==> config.mk <==
export PLATFORM = sky130hd
export DESIGN_NAME = store_control
export DESIGN_NICKNAME = d
export VERILOG_FILES = /design/src/rtl/store_control_pkg.sv /design/src/rtl/store_merge.sv /design/src/rtl/store_control.sv
export SDC_FILE = /design/constraint.sdc
export NUM_CORES = 1
export LEC_CHECK = 0
export BUFFER_PORTS_ARGS = -buffer_cell sky130_fd_sc_hd__clkbuf_2
export CAP_MARGIN = 20
export CORE_AREA = 2 2 107 109
export DETAILED_ROUTE_END_ITERATION = 12
export DIE_AREA = 0 0 109 111
export GPL_TIMING_DRIVEN = 0
export MAX_ROUTING_LAYER = met4
export PLACE_DENSITY_LB_ADDON = 0.05
export SLEW_MARGIN = 20
export SYNTH_ARGS = -nofsm -noshare
export SYNTH_HDL_FRONTEND = slang
export SYNTH_HIERARCHICAL = 1
export SYNTH_SLANG_ARGS = --single-unit
export TNS_END_PERCENT = 10
==> constraint.sdc <==
create_clock -name clk -period 7.5 [get_ports clk]
set_input_delay 1.5 -clock clk [delete_from_list [all_inputs] [get_ports clk]]
set_output_delay 1.5 -clock clk [all_outputs]
set_load 0.02 [all_outputs]
==> src/rtl/store_control_pkg.sv <==
// rtl/store_control_pkg.sv - shared encodings and helpers for the store path
package store_control_pkg;

  typedef enum logic [1:0] {
    ST_SW  = 2'b00,
    ST_SH  = 2'b01,
    ST_SB  = 2'b10,
    ST_RSV = 2'b11
  } store_type_t;

  typedef enum logic [2:0] {
    IDLE,
    READ,
    WRITE,
    DONE,
    EXCP
  } state_t;

  localparam logic [1:0] LANE0 = 2'd0;
  localparam logic [1:0] LANE1 = 2'd1;
  localparam logic [1:0] LANE2 = 2'd2;
  localparam logic [1:0] LANE3 = 2'd3;
  localparam logic       HALF_HI = 1'b1;

  // Bytes are always aligned; reserved encoding is treated as a word store.
  function automatic logic is_misaligned(input logic [1:0] st, input logic [1:0] lo);
    logic mis;
    case (st)
      ST_SH:   mis = lo[0];
      ST_SB:   mis = 1'b0;
      default: mis = (lo != 2'b00);
    endcase
    return mis;
  endfunction

endpackage

==> src/rtl/store_merge.sv <==
// rtl/store_merge.sv - little-endian byte/half merge of store data into a memory word
module store_merge
  import store_control_pkg::*;
(
  input  logic [31:0] mem_rdata,
  input  logic [31:0] reg_data_q,
  input  logic [1:0]  store_type_q,
  input  logic [1:0]  addr_lo,
  output logic [31:0] merged
);

  always_comb begin
    merged = mem_rdata;
    case (store_type_q)
      ST_SB: begin
        case (addr_lo)
          LANE0: merged[7:0]   = reg_data_q[7:0];
          LANE1: merged[15:8]  = reg_data_q[7:0];
          LANE2: merged[23:16] = reg_data_q[7:0];
          LANE3: merged[31:24] = reg_data_q[7:0];
          default: merged = mem_rdata;
        endcase
      end
      ST_SH: begin
        if (addr_lo[1] == HALF_HI) merged[31:16] = reg_data_q[15:0];
        else                       merged[15:0]  = reg_data_q[15:0];
      end
      default: merged = reg_data_q;
    endcase
  end

endmodule

==> src/rtl/store_control.sv <==
// rtl/store_control.sv - sw/sh/sb store sequencer with read-modify-write for partial stores
module store_control
  import store_control_pkg::*;
#(
  parameter int RD_LAT = 1
) (
  input  logic        clk,
  input  logic        reset,
  input  logic        start,
  input  logic [1:0]  store_type,
  input  logic [31:0] addr,
  input  logic [31:0] reg_data,
  input  logic [31:0] mem_rdata,
  output logic [31:0] mem_addr,
  output logic [31:0] mem_wdata,
  output logic        mem_wr,
  output logic        busy,
  output logic        done,
  output logic        misalign_excp
);

  localparam logic [1:0] LAST_CNT = 2'(RD_LAT - 1);

  state_t      state;
  logic [31:0] addr_q;
  logic [31:0] reg_data_q;
  logic [1:0]  store_type_q;
  logic [1:0]  rd_cnt;
  logic [31:0] merged;

  store_merge u_merge (
    .mem_rdata    (mem_rdata),
    .reg_data_q   (reg_data_q),
    .store_type_q (store_type_q),
    .addr_lo      (addr_q[1:0]),
    .merged       (merged)
  );

  always_ff @(posedge clk or posedge reset) begin
    if (reset) begin
      state        <= IDLE;
      addr_q       <= '0;
      reg_data_q   <= '0;
      store_type_q <= ST_SW;
      mem_wdata    <= '0;
      rd_cnt       <= '0;
    end else begin
      case (state)
        IDLE: begin
          if (start) begin
            addr_q       <= addr;
            reg_data_q   <= reg_data;
            store_type_q <= store_type;
            rd_cnt       <= '0;
            if (is_misaligned(store_type, addr[1:0])) begin
              state <= EXCP;
            end else if (store_type == ST_SH || store_type == ST_SB) begin
              state <= READ;
            end else begin
              mem_wdata <= reg_data;
              state     <= WRITE;
            end
          end
        end
        READ: begin
          rd_cnt <= rd_cnt + 2'd1;
          // mem_rdata is valid at the edge that ends the last wait cycle
          if (rd_cnt == LAST_CNT) begin
            mem_wdata <= merged;
            state     <= WRITE;
          end
        end
        WRITE:   state <= DONE;
        DONE:    state <= IDLE;
        EXCP:    state <= IDLE;
        default: state <= IDLE;
      endcase
    end
  end

  assign mem_addr      = {addr_q[31:2], 2'b00};
  assign mem_wr        = (state == WRITE);
  assign busy          = (state != IDLE);
  assign done          = (state == DONE);
  assign misalign_excp = (state == EXCP);

endmodule

**Word level (Yosys, flattened, before mapping)**

Cells that the tools add are included.

- Add/subtract/negate cells: 1
- Equal/unequal tests: 15
- Mux-type cells: 22
- Reductions and logical operators: 11

Operator list:

| operator | count |
|---|---|
| $mux 32 | 4 |
| $pmux 32 s2 | 2 |
| $mux 16 | 2 |
| $mux 8 | 4 |
| $mux 3 | 3 |
| $pmux 3 s3 | 1 |
| $eq 2x2->1 const B | 4 |
| $ne 2x2->1 const B | 4 |
| $eq 2x1->1 const B | 3 |
| $eq 3x2->1 const B | 2 |
| $reduce_and 2->1 | 3 |
| $reduce_and 5->1 | 1 |
| $logic_not 2->1 | 2 |
| $mux 2 | 2 |
| $pmux 2 s2 | 1 |
| $reduce_bool 2->1 | 2 |
| $eq 3x1->1 const B | 1 |
| $eq 3x3->1 const B | 1 |
| $logic_not 3->1 | 1 |
| $reduce_bool 3->1 | 1 |
| $add 2x1->2 const B | 1 |
| $mux 1 | 2 |
| $pmux 1 s2 | 1 |
| $logic_or 1x1->1 | 1 |

- Register bits: 103
- Bits of input ports: 101
- Output and inout port bits: 68
- Logic and storage cells: 55

**Longest topological paths before layout**

- Word-level depth: 7
- Depth in mapped cells: 9
- Gate-level depth less buffers: 7

**Cells and area by module**

Netlist, hierarchy kept.

By module, submodules not included:

| module | instances | cells each | area each (um2) | seq. area each (um2) |
|---|---|---|---|---|
| store_control | 1 | 350 | 4727.0 | 2577.5 |
| store_merge | 1 | 133 | 1012.2 | 0.0 |

**Least setup slack after synthesis**

No wires, ideal clock.

- Path type: input to register
- Start: input port store_type[1]
- End: register mem_wdata[0]
- Setup time: 0.076 ns
- Arrival: 2.786 ns
- Data required time: 7.424 ns
- Slack: 4.637 ns
- Stages: 7
- Buffers on the path: 1
- Cell sequence: inv_1 -> ha_1 -> nor3b_1 -> a22oi_4 -> or2_4 -> buf_6 -> o21ai_1

- Word-level cells in the longest chain between the ends: 6
- Elaborated cells on any way between the ends: 9
- Classes of those cells: 4 x eq/ne; 3 x mux; 2 x reduce/logical

RTL lines:

| item | line | RTL |
|---|---|---|
| from (decl) | store_control.sv:10 | `input logic [1:0] store_type,` |
| $eq 2x2->1 / $eq 2x1->1 (equally long branches) | store_control_pkg.sv:28, store_control.sv:57 |  |
| $pmux 1 s2 | store_control_pkg.sv:28 | `case (st)` |
| $mux 1 | store_control.sv:50 | `if (start) begin` |
| $mux 1 | store_control.sv:48 | `case (state)` |
| $ne 2x2->1 (no source line) | - |  |
| $reduce_and 5->1 (no source line) * | - |  |
| to (signal assigned) | store_control.sv:60 | `mem_wdata <= reg_data;` |
| to (signal assigned) | store_control.sv:69 | `mem_wdata <= merged;` |
| to (decl) | store_control.sv:15 | `output logic [31:0] mem_wdata,` |

Every way passes the cells marked *; elsewhere a longest branch is shown, timed or not. The select of a mux whose other input is x is not followed.
A chain may end at the register's enable or synchronous reset.

**Final worst setup path**

- Start: register state[1]
- End: output port busy

- Word-level cells in the longest chain between the ends: 1

RTL lines:

| item | line | RTL |
|---|---|---|
| from (decl) | store_control.sv:24 | `state_t state;` |
| from (signal assigned) | store_control.sv:41 | `state <= IDLE;` |
| from (signal assigned) | store_control.sv:56 | `state <= EXCP;` |
| from (signal assigned) | store_control.sv:58 | `state <= READ;` |
| $reduce_bool 3->1 | store_control.sv:83 | `assign busy = (state != IDLE);` |
| to (decl) | store_control.sv:17 | `output logic busy,` |

No other way between the ends.

==> impl_metrics.toml <==
[grt]
met3_usage_pct = 2.939
grt_pass1_wl_mm = 22.69
met2_usage_pct = 40.83
grt_overflow = 0
grtUsageMet1_pct = 31.64
grt_pass1_vias = 4494
grt_max_degree = 67
grt_usage_pct = 25.35
grt_antenna_before_repair = 0
top_usage_layer = "met2"

[critical_path]
crit_fanout = 8
cp-start-kind = "register"
required_ns = 6.00
path_cells = "nor3_2, inv_2, clkbuf_2"
end_kind = "output pin"
cp_slowest_cell = "dfrtp_1"
max_stage_delay_ns = 0.46
rr_worst_depth = 9
arrival_ns = 1.42
path_class = "register to output pin"

[finish]
drive_gt1_share_pct = 47.45
final_area_sq_um = 7084
syn2layout_area_growth_pct = 23.44
diodes = 0
final_nets = 767
fin_util_pct = 63.96
n_fill_cell = 920

[placement]
numPortBuffers = 166
place_area_sq_um = 6785
place_congestion = 0.8704
dp_hpwl_mm = 11.13

[floorplanning]
dieArea_sq_um = 12100
pin_count = 169
die_h_um = 111
initial_core_util_pct = 51.81
rows = 39
die_w_um = 109
coreArea_sq_um = 11080

[synth]
yosysTopAreaCellShare_pct = 44.91
synth-edff-count = 0
synth_commonest_cells = "dfrtp_1, mux2i_1, buf_4, mux2_2, o21ai_1"
synth_cells = 483
syn_area_sq_um = 5739
seq_area_frac_synth_pct = 44.91
synth_area_per_cell_sq_um = 11.88
ys_types = 38
synthArstFlopShare_pct = 100.0
yosysWarnings = 6
synth_seq_cells = 103
synth_top_cell_by_area = "dfrtp_1"
synthFlopType = "dfrtp_1"
yosys.cell_count.top_type = "dfrtp_1"
synthTopCellsByArea = "dfrtp_1, mux2i_1, mux2_4"

[clock_network]
post-cts-setup-buffers = 0
clk_latency_ns = 0.34
root_buffer = "clkbuf_16"
ctsHoldBuffers = 0
cts_tree = "done"
cts_sinks = 103
htreeDepth = 3
numCtsBuffers = 9
clkTransAtPathRegs_ns = 0.06
cts_resized = 0
cts.path.max_buffers = 2

[detailed_routing]
drc = 0
drt_wl_total_mm = 14.55
ant_nets = 0
wl_per_cell_um = 17.99
viasPerCell = 5.545
firstDrtPassIters = 5
via_count = 4486
dr.first_iter.drc_count = 280

[timing]
hold_viol_final = 0
rsz0062_at_grt = "false"
slew_viol_final = 0
finClkSkew_ns = 0.003638
final-setup-viol-count = 0
clock.fmax_mhz = 342.1
period_share_pct = 38.97
tns_ns = 0
final.min_clock_period_ns = 2.923

[hold_path]
min_delay_path_depth = 1
min_path_type = "register to register"

[power]
leakage_nw = 3.485
ir_worst_vdd_mv = 0.1949
power_density_nw_per_um2 = 485.5

[job]
cap_viol_max_count = 0

[status]
status = "finished, final reports clean"
through the flow:
step / setup WS (ns) / hold WS (ns) / total power, mW / cells
6_report: 4.577 / 0.5056 / 3.440 / 809
4_1_cts: 4.555 / 0.5050 / 3.455 / 809
2_1_floorplan: 3.296 / 0.4660 / 2.451 / 484
3_3_place_gp: 2.139 / 0.4838 / 2.916 / 793
5_1_grt: 4.494 / 0.5198 / 3.660 / 809
3_5_place_dp: 4.333 / 0.4813 / 2.975 / 794
worst paths after layout:
kind | slack [ns] | to | start
worst max-delay path | 4.58 | busy | state[1]$_DFFE_PP0P_
worst min-delay path | 0.51 | rd_cnt[1]$_DFFE_PP0P_ | rd_cnt[1]$_DFFE_PP0P_
worst max register to register | 5.26 | mem_wdata[27]$_DFFE_PP0P_ | store_type_q[0]$_DFFE_PP0P_
worst min register to register | 0.51 | rd_cnt[1]$_DFFE_PP0P_ | rd_cnt[1]$_DFFE_PP0P_
max in group asynchronous | 5.72 | reg_data_q[8]$_DFFE_PP0P_ | reset
min in group asynchronous | 1.14 | addr_q[24]$_DFFE_PP0P_ | reset
worst max-delay path, delay by kind of cell, from the launching register on:
kind / cells / cell delay (ns)
buf+inv: 2 / 0.24
simple gates: 1 / 0.39
flops: 1 / 0.46
state kept, by name, summed over array words and instances, names as in the netlist:
register and flops:
addr_q 32, mem_wdata 32, reg_data_q 32, state 3, rd_cnt 2, store_type_q 2
final cells by class:
type | count | area, sq um | share of cell area [%]
plain buffers | 65 | 494.2 | 6.976
clock inverters | 3 | 42.54 | 0.6005
clock buffers | 12 | 256.5 | 3.621
inverters | 9 | 38.79 | 0.5475
repair buffers | 167 | 858.3 | 12.12
well taps | 143 | 178.9 | 2.526
flip-flops and latches | 103 | 2577 | 36.38
multi-input cells | 307 | 2638 | 37.23
power breakdown:
group | internal [mW] | leakage [nW] | switching, mW
sequential | 0.830 | 1.24 | 0.223
clock | 0.275 | 0.145 | 0.198
combinational | 0.915 | 2.10 | 0.999
cells by family after synthesis:
group                    share of synthesized area, %
multiplexers                                    27.60
AO/OA/AOI/OAI                                   13.15
flip-flops                                      44.91
buffers and inverters                           9.200
AND/OR/NAND/NOR                                 4.208
adder cells (fa/ha/maj)                        0.8721
other                                         0.06534
cells in the final DEF, fill, tap and decap left out, types with 6 or more instances in the layout:
cell | Yosys | final
clkbuf_2 | 1 | 167
mux2_2 | 38 | 38
mux2_4 | 29 | 29
o21ai_0 | 31 | 31
nand2_1 | 29 | 29
buf_2 | 9 | 9
clkbuf_1 | 9 | 10
dfrtp_1 | 103 | 103
o211ai_1 | 8 | 8
clkbuf_16 | 0 | 9
a22o_1 | 9 | 9
a32oi_1 | 8 | 8
o221ai_1 | 16 | 16
buf_4 | 38 | 38
o21ai_1 | 36 | 36
inv_1 | 7 | 6
mux2i_1 | 72 | 72
metal layers:
| metal | part of all wire (%) | up-vias |
|---|---|---|
| met5 | 0 | - |
| met4 | 3.2 | 0 |
| met3 | 5.4 | 29 |
| met2 | 49 | 174 |
| met1 | 42 | 2197 |
| li1 | - | 2086 |
No activity file was read; power rests on OpenSTA's default activity.
